==> src/rtl/fp_res_pack_if.sv <==
// Beat-level bundle for the rounding/packing stage: input beat, output beat,
// and the sticky exception flag port.
interface fp_res_pack_if #(
  parameter int EXP_W = 8,
  parameter int MAN_W = 23
);
  logic                   in_valid;
  logic                   in_ready;
  logic                   sign;
  logic [EXP_W-1:0]       exponent;
  logic [MAN_W-1:0]       mantissa;
  logic [2:0]             grs;
  logic                   is_zero;
  logic                   is_inf;
  logic                   is_nan;
  logic                   underflow;
  logic                   overflow;
  logic [1:0]             rnd_mode;
  logic                   out_valid;
  logic                   out_ready;
  logic [EXP_W+MAN_W:0]   result;
  logic                   error;
  logic                   flag_clr;
  logic [4:0]             flags;

  modport master (
    output in_valid, sign, exponent, mantissa, grs, is_zero, is_inf, is_nan,
           underflow, overflow, rnd_mode, out_ready, flag_clr,
    input  in_ready, out_valid, result, error, flags
  );

  modport slave (
    input  in_valid, sign, exponent, mantissa, grs, is_zero, is_inf, is_nan,
           underflow, overflow, rnd_mode, out_ready, flag_clr,
    output in_ready, out_valid, result, error, flags
  );
endinterface

==> src/rtl/fp_res_pack.sv <==
// Two-stage FP result packer: S1 applies the rounding increment, S2 resolves
// special/overflow cases and packs {sign, exponent, mantissa}.
module fp_res_pack #(
  parameter int EXP_W = 8,
  parameter int MAN_W = 23
) (
  input logic          clk,
  input logic          rst_n,
  fp_res_pack_if.slave bus
);
  localparam int               RES_W    = 1 + EXP_W + MAN_W;
  localparam logic [EXP_W-1:0] EXP_ONES = '1;
  localparam logic [EXP_W-1:0] EXP_MAX  = {{(EXP_W-1){1'b1}}, 1'b0};
  localparam logic [1:0]       RM_RNE   = 2'b00;
  localparam logic [1:0]       RM_RTZ   = 2'b01;
  localparam logic [1:0]       RM_RUP   = 2'b10;
  localparam logic [1:0]       RM_RDN   = 2'b11;

  logic               r_s1_valid, r_s1_sign, r_s1_nan, r_s1_inf, r_s1_zero;
  logic               r_s1_unf, r_s1_ovf, r_s1_inexact;
  logic [EXP_W-1:0]   r_s1_exp;
  logic [MAN_W-1:0]   r_s1_man;
  logic [1:0]         r_s1_mode;
  logic               r_out_valid, r_error;
  logic [RES_W-1:0]   r_result;
  logic [4:0]         r_beat_fl, r_flags;

  logic               w_s2_ready, w_in_fire, w_s1_fire, w_out_fire;
  logic               w_inc, w_carry, w_special, w_round_ovf, w_inexact;
  logic [MAN_W:0]     w_man_sum;
  logic [EXP_W:0]     w_exp_sum;
  logic [RES_W-1:0]   w_ovf_res, w_res;
  logic               w_err;
  logic [4:0]         w_fl;

  // Handshake: a beat moves across a boundary on the edge where valid && ready
  // are both high; a holding stage keeps its payload until it moves on.
  assign w_s2_ready   = !r_out_valid || bus.out_ready;
  assign bus.in_ready = !r_s1_valid || w_s2_ready;
  assign w_in_fire    = bus.in_valid && bus.in_ready;
  assign w_s1_fire    = r_s1_valid && w_s2_ready;
  assign w_out_fire   = r_out_valid && bus.out_ready;

  always_comb begin
    w_inc = 1'b0;
    case (bus.rnd_mode)
      RM_RNE: w_inc = bus.grs[2] && (bus.grs[1] || bus.grs[0] || bus.mantissa[0]);
      RM_RTZ: w_inc = 1'b0;
      RM_RUP: w_inc = !bus.sign && (|bus.grs);
      RM_RDN: w_inc = bus.sign && (|bus.grs);
      default: w_inc = 1'b0;
    endcase
  end

  // On mantissa carry the low bits are already zero, so the sum slice is the
  // rounded fraction either way.
  assign w_man_sum   = {1'b0, bus.mantissa} + {{MAN_W{1'b0}}, w_inc};
  assign w_carry     = w_man_sum[MAN_W];
  assign w_exp_sum   = {1'b0, bus.exponent} + {{EXP_W{1'b0}}, w_carry};
  assign w_special   = bus.is_nan || bus.is_inf || bus.is_zero;
  assign w_round_ovf = w_carry && !w_special && (w_exp_sum >= {1'b0, EXP_ONES});
  assign w_inexact   = (|bus.grs) && !w_special && !bus.overflow;

  always_ff @(posedge clk or negedge rst_n) begin
    if (!rst_n) begin
      r_s1_valid   <= 1'b0;
      r_s1_sign    <= 1'b0;
      r_s1_exp     <= '0;
      r_s1_man     <= '0;
      r_s1_nan     <= 1'b0;
      r_s1_inf     <= 1'b0;
      r_s1_zero    <= 1'b0;
      r_s1_unf     <= 1'b0;
      r_s1_ovf     <= 1'b0;
      r_s1_inexact <= 1'b0;
      r_s1_mode    <= 2'b00;
    end else begin
      if (bus.in_ready) r_s1_valid <= bus.in_valid;
      if (w_in_fire) begin
        r_s1_sign    <= bus.sign;
        r_s1_exp     <= w_exp_sum[EXP_W-1:0];
        r_s1_man     <= w_man_sum[MAN_W-1:0];
        r_s1_nan     <= bus.is_nan;
        r_s1_inf     <= bus.is_inf;
        r_s1_zero    <= bus.is_zero;
        r_s1_unf     <= bus.underflow;
        r_s1_ovf     <= bus.overflow || w_round_ovf;
        r_s1_inexact <= w_inexact;
        r_s1_mode    <= bus.rnd_mode;
      end
    end
  end

  always_comb begin
    w_ovf_res = {r_s1_sign, EXP_ONES, {MAN_W{1'b0}}};
    case (r_s1_mode)
      RM_RTZ: w_ovf_res = {r_s1_sign, EXP_MAX, {MAN_W{1'b1}}};
      RM_RUP: if (r_s1_sign)  w_ovf_res = {r_s1_sign, EXP_MAX, {MAN_W{1'b1}}};
      RM_RDN: if (!r_s1_sign) w_ovf_res = {r_s1_sign, EXP_MAX, {MAN_W{1'b1}}};
      default: ;
    endcase
    w_res = {r_s1_sign, r_s1_exp, r_s1_man};
    if (r_s1_nan)       w_res = {1'b0, EXP_ONES, 1'b1, {(MAN_W-1){1'b0}}};
    else if (r_s1_inf)  w_res = {r_s1_sign, EXP_ONES, {MAN_W{1'b0}}};
    else if (r_s1_ovf)  w_res = w_ovf_res;
    else if (r_s1_zero) w_res = {r_s1_sign, {(EXP_W+MAN_W){1'b0}}};
  end

  assign w_err = r_s1_nan || r_s1_ovf || r_s1_unf;
  assign w_fl  = {r_s1_nan, r_s1_ovf, r_s1_unf, r_s1_inexact, ~|w_res[RES_W-2:0]};

  always_ff @(posedge clk or negedge rst_n) begin
    if (!rst_n) begin
      r_out_valid <= 1'b0;
      r_result    <= '0;
      r_error     <= 1'b0;
      r_beat_fl   <= '0;
    end else begin
      if (w_s2_ready) r_out_valid <= r_s1_valid;
      if (w_s1_fire) begin
        r_result  <= w_res;
        r_error   <= w_err;
        r_beat_fl <= w_fl;
      end
    end
  end

  // A clear coinciding with a transfer keeps only the departing beat's bits.
  always_ff @(posedge clk or negedge rst_n) begin
    if (!rst_n)                r_flags <= '0;
    else if (bus.flag_clr)     r_flags <= w_out_fire ? r_beat_fl : 5'b0;
    else if (w_out_fire)       r_flags <= r_flags | r_beat_fl;
  end

  assign bus.out_valid = r_out_valid;
  assign bus.result    = r_result;
  assign bus.error     = r_error;
  assign bus.flags     = r_flags;
endmodule

==> src/flat_wrapper.sv <==
// flat-port wrapper written by rule: the top's interface ports become plain ports
module fp_res_pack_flat 
#(
  parameter int EXP_W = 8,
  parameter int MAN_W = 23
)
  (clk, rst_n, bus_in_valid, bus_sign, bus_exponent, bus_mantissa, bus_grs, bus_is_zero, bus_is_inf, bus_is_nan, bus_underflow, bus_overflow, bus_rnd_mode, bus_out_ready, bus_flag_clr, bus_in_ready, bus_out_valid, bus_result, bus_error, bus_flags);
  fp_res_pack_if #(.EXP_W(EXP_W), .MAN_W(MAN_W)) bus_i ();
  input logic clk;
  input logic rst_n;
  input wire logic [$bits(bus_i.in_valid)-1:0] bus_in_valid;
  input wire logic [$bits(bus_i.sign)-1:0] bus_sign;
  input wire logic [$bits(bus_i.exponent)-1:0] bus_exponent;
  input wire logic [$bits(bus_i.mantissa)-1:0] bus_mantissa;
  input wire logic [$bits(bus_i.grs)-1:0] bus_grs;
  input wire logic [$bits(bus_i.is_zero)-1:0] bus_is_zero;
  input wire logic [$bits(bus_i.is_inf)-1:0] bus_is_inf;
  input wire logic [$bits(bus_i.is_nan)-1:0] bus_is_nan;
  input wire logic [$bits(bus_i.underflow)-1:0] bus_underflow;
  input wire logic [$bits(bus_i.overflow)-1:0] bus_overflow;
  input wire logic [$bits(bus_i.rnd_mode)-1:0] bus_rnd_mode;
  input wire logic [$bits(bus_i.out_ready)-1:0] bus_out_ready;
  input wire logic [$bits(bus_i.flag_clr)-1:0] bus_flag_clr;
  output wire logic [$bits(bus_i.in_ready)-1:0] bus_in_ready;
  output wire logic [$bits(bus_i.out_valid)-1:0] bus_out_valid;
  output wire logic [$bits(bus_i.result)-1:0] bus_result;
  output wire logic [$bits(bus_i.error)-1:0] bus_error;
  output wire logic [$bits(bus_i.flags)-1:0] bus_flags;
  assign bus_i.in_valid = bus_in_valid;
  assign bus_i.sign = bus_sign;
  assign bus_i.exponent = bus_exponent;
  assign bus_i.mantissa = bus_mantissa;
  assign bus_i.grs = bus_grs;
  assign bus_i.is_zero = bus_is_zero;
  assign bus_i.is_inf = bus_is_inf;
  assign bus_i.is_nan = bus_is_nan;
  assign bus_i.underflow = bus_underflow;
  assign bus_i.overflow = bus_overflow;
  assign bus_i.rnd_mode = bus_rnd_mode;
  assign bus_i.out_ready = bus_out_ready;
  assign bus_i.flag_clr = bus_flag_clr;
  assign bus_in_ready = bus_i.in_ready;
  assign bus_out_valid = bus_i.out_valid;
  assign bus_result = bus_i.result;
  assign bus_error = bus_i.error;
  assign bus_flags = bus_i.flags;
  fp_res_pack #(.EXP_W(EXP_W), .MAN_W(MAN_W)) u_core (.clk(clk), .rst_n(rst_n), .bus(bus_i));
endmodule
==> config.mk <==
export PLATFORM = sky130hd
export DESIGN_NAME = fp_res_pack_flat
export DESIGN_NICKNAME = d
export VERILOG_FILES = /design/src/rtl/fp_res_pack_if.sv /design/src/rtl/fp_res_pack.sv /design/src/flat_wrapper.sv
export SDC_FILE = /design/constraint.sdc
export NUM_CORES = 1
export LEC_CHECK = 0
export BUFFER_PORTS_ARGS = -buffer_cell sky130_fd_sc_hd__buf_2
export CORE_ASPECT_RATIO = 0.7
export CORE_MARGIN = 2
export CORE_UTILIZATION = 25
export DETAILED_ROUTE_END_ITERATION = 8
export GPL_ROUTABILITY_DRIVEN = 0
export PLACE_DENSITY = 0.42
export SKIP_LAST_GASP = 1
export SYNTH_ARGS = -nofsm -noshare
export SYNTH_HDL_FRONTEND = slang
export SYNTH_SLANG_ARGS = --single-unit
==> constraint.sdc <==
create_clock -name clk -period 2 [get_ports clk]
set_input_delay 0.4 -clock clk [delete_from_list [all_inputs] [get_ports clk]]
set_output_delay 0.4 -clock clk [all_outputs]
set_load 0.02 [all_outputs]
Yosys cells after proc, flatten, opt, wreduce, memory -nomap -nowiden
Cells that the tools add are included.
W data, S select, Z words.
{"block": "op_classes", "n_addsub": 2, "n_lt_le_gt_ge": 1, "eq_ne": 6, "mux": 11, "n_bitwise": 1, "reduce_logical": 29}
{"op": "$mux W32", "count": 5}
{"op": "$pmux W32 S3", "count": 1}
{"op": "$mux W31", "count": 1}
{"op": "$reduce_or A31 Y1", "count": 1}
{"op": "$add A23 B1 Y24", "count": 1}
{"op": "$mux W5", "count": 3}
{"op": "$logic_and A1 B1 Y1", "count": 10}
{"op": "$add A8 B1 Y9", "count": 1}
{"op": "$ge A9 B8 Y1 const B", "count": 1}
{"op": "$logic_or A1 B1 Y1", "count": 9}
{"op": "$eq A2 B2 Y1 const B", "count": 4}
{"op": "$logic_not A1 Y1", "count": 6}
{"op": "$or A5 B5 Y5", "count": 1}
{"op": "$eq A2 B1 Y1 const B", "count": 2}
{"op": "$pmux W1 S4", "count": 1}
{"op": "$reduce_or A3 Y1", "count": 1}
{"op": "$logic_not A2 Y1", "count": 1}
{"op": "$reduce_bool A2 Y1", "count": 1}
{"block": "word_totals", "register_bits": 85, "in_bits": 47, "out_inout_bits": 40, "word_cells": 66}

Logic depth before layout (Yosys ltp)
{"block": "depth", "depth_word": 9, "ltp_mapped": 17, "ltp_nobuf": 15}

Worst setup path before layout
No wires, ideal clock.
{"block": "synth_path", "path_type": "input-to-reg", "start": "in bus_rnd_mode[1]", "end": "reg u_core.r_s1_ovf", "setup_time_ns": 0.124, "arrival_time_ns": 2.647, "required_time_ns": 1.876, "setup_slack_ns": -0.770, "cell_stages": 17, "n_path_buf": 2, "path_cell_list": "nor2b_1 -> mux2i_1 -> o21ai_0 -> a21oi_1 -> ha_1 -> and2_1 -> buf_2 -> nand4_4 -> buf_6 -> or3_1 -> inv_1 -> ha_1 -> ha_1 -> nand3b_1 -> a21boi_0 -> o2111ai_1 -> o21ai_1"}
{"block": "synth_between", "elab_chain_len": 7}
{"item": "from (decl)", "line_no": "flat_wrapper.sv:21", "text": "input wire logic [$bits(bus_i.rnd_mode)-1:0] bus_rnd_mode;"}
{"item": "$eq A2 B2 Y1, or another cell as far along", "line_no": "fp_res_pack.sv:46", "text": "case (bus.rnd_mode)"}
{"item": "$pmux W1 S4 (*)", "line_no": "fp_res_pack.sv:46"}
{"item": "$add A23 B1 Y24 (*)", "line_no": "fp_res_pack.sv:57", "text": "assign w_man_sum = {1'b0, bus.mantissa} + {{MAN_W{1'b0}}, w_inc};"}
{"item": "$add A8 B1 Y9 (*)", "line_no": "fp_res_pack.sv:59", "text": "assign w_exp_sum = {1'b0, bus.exponent} + {{EXP_W{1'b0}}, w_carry};"}
{"item": "via u_core.w_exp_sum[1]", "line_no": "fp_res_pack.sv:31", "text": "logic [EXP_W:0] w_exp_sum;"}
{"item": "$ge A9 B8 Y1 (*)", "line_no": "fp_res_pack.sv:61", "text": "assign w_round_ovf = w_carry && !w_special && (w_exp_sum >= {1'b0, EXP_ONES});"}
{"item": "$logic_and A1 B1 Y1 (*)", "line_no": "fp_res_pack.sv:61"}
{"item": "$logic_or A1 B1 Y1 (*)", "line_no": "fp_res_pack.sv:87", "text": "r_s1_ovf <= bus.overflow || w_round_ovf;"}
{"item": "to (signal assigned)", "line_no": "fp_res_pack.sv:87"}
{"item": "to (decl)", "line_no": "fp_res_pack.sv:20", "text": "logic r_s1_unf, r_s1_ovf, r_s1_inexact;"}
Mark *: on every way through the listed nets, which the timed path passes. The rest lies on a longest branch.
A chain may end at the register's enable or synchronous reset.

Worst setup path after layout
Same ends and word-level chain as after synthesis.

==> flow_summary_export.csv <==
group,metric,value,unit
outcome,status,"finished with violations",
outcome,violations,"negative setup slack",
timing,final-hold-violation-count,0,
logic_synthesis,yosysWarnings,0,
logic_synthesis,synth_top_area_share,51.4,%
grt,grt_pass1_wl,19600,um
power_and_ir_drop,power_density,892,mW/mm2
hold_path,hold_end,"u_core.r_s1_unf",
finish,final_layout_size_suffix_gt1_share,30.0,%
logic_synthesis,async_flop_share,100,%
finish,syn_to_final_growth,34.7,%
grt,grt_max_degree,59,
logic_synthesis,yosysUniqueCellTypes,38,
timing,tightest_slew,0.561,ns
detailed_routing,avgViaCountPerCell,4.57,
flow_run,drv_cap,0,
logic_synthesis,synth_common_cells,"92 x nand2_1, 85 x dfrtp_1, 38 x o21ai_0, 28 x a21oi_1, 28 x o31ai_1",
worst_setup_path,cp_data_required_time,2.22,ns
floorplan,ioPinCount,87,
place,place_hpwl,9180,um
worst_setup_path,rr_endpoint,"u_core.r_s1_man[17]",
worst_setup_path,timing.rr.start,"u_core.bus.out_valid",
clock_tree,cts_tree,"done",
timing,worst_slack,-0.369,ns
place,pre_cts_ws,-0.810,ns
floorplan,num_rows,39,
finish,finalNetCount,626,
clock_tree,cts_made_buffers,9,
detailed_routing,dr.pass1.iters,4,
clock_tree,clk_path_buf_depth,2,
finish,diodes,0,
worst_setup_path,reg2reg_setup_slack,0.33,ns
timing,rsz0062_at_grt,"yes",
hold_path,hp-start,"bus_underflow",
clock_tree,clk_latency,0.34,ns
worst_setup_path,reg2reg_depth,5,
logic_synthesis,synth-seq-cells,85,
detailed_routing,drtIter0Drc,297,
timing,setup_viol,10,
timing,fin_worst_skew,0.00600,ns
logic_synthesis,yosys-top-cells-area,"dfrtp_1 51%, nand2_1 8.3%, o31ai_1 5.1%",
hold_path,worstHoldPathCells,3,
clock_tree,clk_pin_slew,0.06,ns
logic_synthesis,syn-cell-area,0.00414,mm2
timing,slew_headroom,62.3,%
timing,period_needed,2.37,ns
clock_tree,cts_sinks,85,
logic_synthesis,yosys.cell_count.top_type,"nand2_1",
floorplan,fp.coreArea,0.0162,mm2
grt,grt-ovfl-total,0,
timing,fmax,422,MHz
clock_tree,htree_levels,3,
detailed_routing,routed_wl,12200,um
timing,tns,-2.28,ns
worst_setup_path,crit_path_end_kind,"flip-flop",
worst_setup_path,critical_path.max_fanout,3,
floorplan,die-area,0.0176,mm2
hold_path,worstHoldPathType,"in2reg",
logic_synthesis,synth-seq-area-share,51.4,%
place,portBuffers,86,
logic_synthesis,synth_ff_type,"dfrtp_1",
timing,holdWs,0.248,ns
finish,post-route-util,34.3,%
detailed_routing,wl_per_cell,15.2,um
grt,grt_use_total,14.5,%
detailed_routing,drc_errors,0,
floorplan,die_h,112,um
floorplan,initial_utilization,25.5,%
detailed_routing,ant_nets,0,
timing,drv_slew,0,
worst_setup_path,crit_path_start_kind,"input port",
power_and_ir_drop,p_leak,2.48,nW
finish,fin_cells,802,
logic_synthesis,netlist_instances,454,
logic_synthesis,synth_fp_nets,506,
grt,grt_pass1_vias,3563,
power_and_ir_drop,ir_worst_vdd,0.000423,V
logic_synthesis,synth_top_area_cell,"dfrtp_1",
clock_tree,root_buffer,"clkbuf_16",
grt,antenna_found_initial,0,
place,placedCellCount,781,
logic_synthesis,avgSynthCellArea,9.11,um2
logic_synthesis,synth_edf_count,0,
floorplan,chipWidth,158,um
worst_setup_path,critical_path_class,"in2reg",
timing,finalCritPeriodShare,118,%
detailed_routing,vias,3664,
worst_setup_path,arrival,2.58,ns
stage by stage:
stage	power [mW]	cell area (um2)
6_report	4.97	5570
5_1_grt	5.26	5570
4_1_cts	5.04	5480
3_5_place_dp	3.37	5140
3_3_place_gp	3.35	5140
2_1_floorplan	2.83	4190
flip-flops by register name, indices dropped and copies added, names as in the netlist:
| signal | count |
|---|---|
| u_core.r_s1_man | 23 |
| u_core.r_s1_sign | 1 |
| u_core.r_s1_inexact | 1 |
| u_core.r_s1_mode | 2 |
| u_core.bus.flags | 5 |
| u_core.r_s1_valid | 1 |
| u_core.r_s1_ovf | 1 |
| u_core.r_s1_nan | 1 |
| u_core.bus.out_valid | 1 |
| u_core.r_s1_inf | 1 |
| u_core.bus.result | 32 |
| u_core.r_s1_zero | 1 |
| u_core.r_beat_fl | 5 |
| u_core.r_s1_unf | 1 |
| u_core.bus.error | 1 |
| u_core.r_s1_exp | 8 |
final cells by class:
cell class              instances  area (um2)
repair buffers                137         858
fillers                      1698       10700
well taps                     225         282
inverters                      14        55.1
multi-input cells             327        1970
clock inverters                 2        35.0
flip-flops and latches         85        2130
clock buffers                  12         246
metal layers:
metal | share of wire [%] | track usage [%] | vias up
li1 | - | - | 1844
met1 | 54 | 22.5 | 1728
met2 | 40 | 19.6 | 81
met3 | 4.9 | 3.62 | 11
met4 | 1.1 | 4.00 | 0
met5 | 0 | 0 | -
logic make-up after synthesis:
logic type      Yosys count  synth area share, %
mux                       1                0.242
fa+ha+maj                 5                 1.51
flops                    85                 51.4
compound gates          117                 17.1
simple gates            187                 21.9
xor+xnor                 17                 3.60
buf+inv                  42                 4.20
power breakdown:
| part | internal, mW | switching, mW |
|---|---|---|
| clock | 0.986 | 0.639 |
| sequential | 1.99 | 0.227 |
| combinational | 0.427 | 0.702 |
| total | 3.41 | 1.57 |
worst max-delay path, stage by stage:
cell	delay, ns
buf_6	0.09
nor2b_1	0.11
mux2i_1	0.12
o21ai_1	0.09
a21oi_2	0.14
ha_2	0.22
and2_4	0.16
nand4_4	0.07
or3_4	0.36
inv_4	0.07
ha_4	0.13
ha_4	0.20
nand3b_1	0.08
a21boi_1	0.06
o2111ai_1	0.19
o21ai_1	0.08
layout by cell type (no fill, tap or decap), drive strengths merged, types with 2 or more instances in the layout:
| cell type | n |
|---|---|
| nor2b | 8 |
| and2 | 3 |
| nand3b | 2 |
| nor3 | 6 |
| nand2 | 92 |
| nor4 | 7 |
| a31oi | 10 |
| or4 | 6 |
| dfrtp | 85 |
| xor2 | 12 |
| buf | 136 |
| nand4 | 11 |
| or3 | 6 |
| o21ai | 39 |
| and4 | 4 |
| and3 | 2 |
| xnor2 | 5 |
| o22a | 7 |
| inv | 14 |
| ha | 5 |
| a21oi | 28 |
| a21boi | 2 |
| nand2b | 4 |
| nor2 | 17 |
| nand3 | 17 |
| o31ai | 28 |
| clkbuf | 12 |
worst max-delay path by stage:
stage                     depth (start not counted)             from  slack [ns]              end
after global routing                             16  bus_rnd_mode[1]       -0.52  u_core.r_s1_ovf
final                                            16  bus_rnd_mode[1]       -0.37  u_core.r_s1_ovf
after global placement                           16  bus_rnd_mode[1]       -0.78  u_core.r_s1_ovf
after CTS                                        16  bus_rnd_mode[1]       -0.37  u_core.r_s1_ovf
after detailed placement                         16  bus_rnd_mode[1]       -0.81  u_core.r_s1_ovf
after floorplan                                  17  bus_rnd_mode[1]       -0.65  u_core.r_s1_ovf
what timing repair did:
| item | CTS | global route |
|---|---|---|
| cloned | 0 | 1 |
| hold endpoints to repair | 24 | 0 |
| pin swaps | 5 | 9 |
| hold buffers | 1 | 0 |
| setup buffers | 1 | 5 |
| resized for setup | 10 | 16 |
| endpoints found under the setup margin | 14 | 14 |
(Power assumes the default switching activity.)
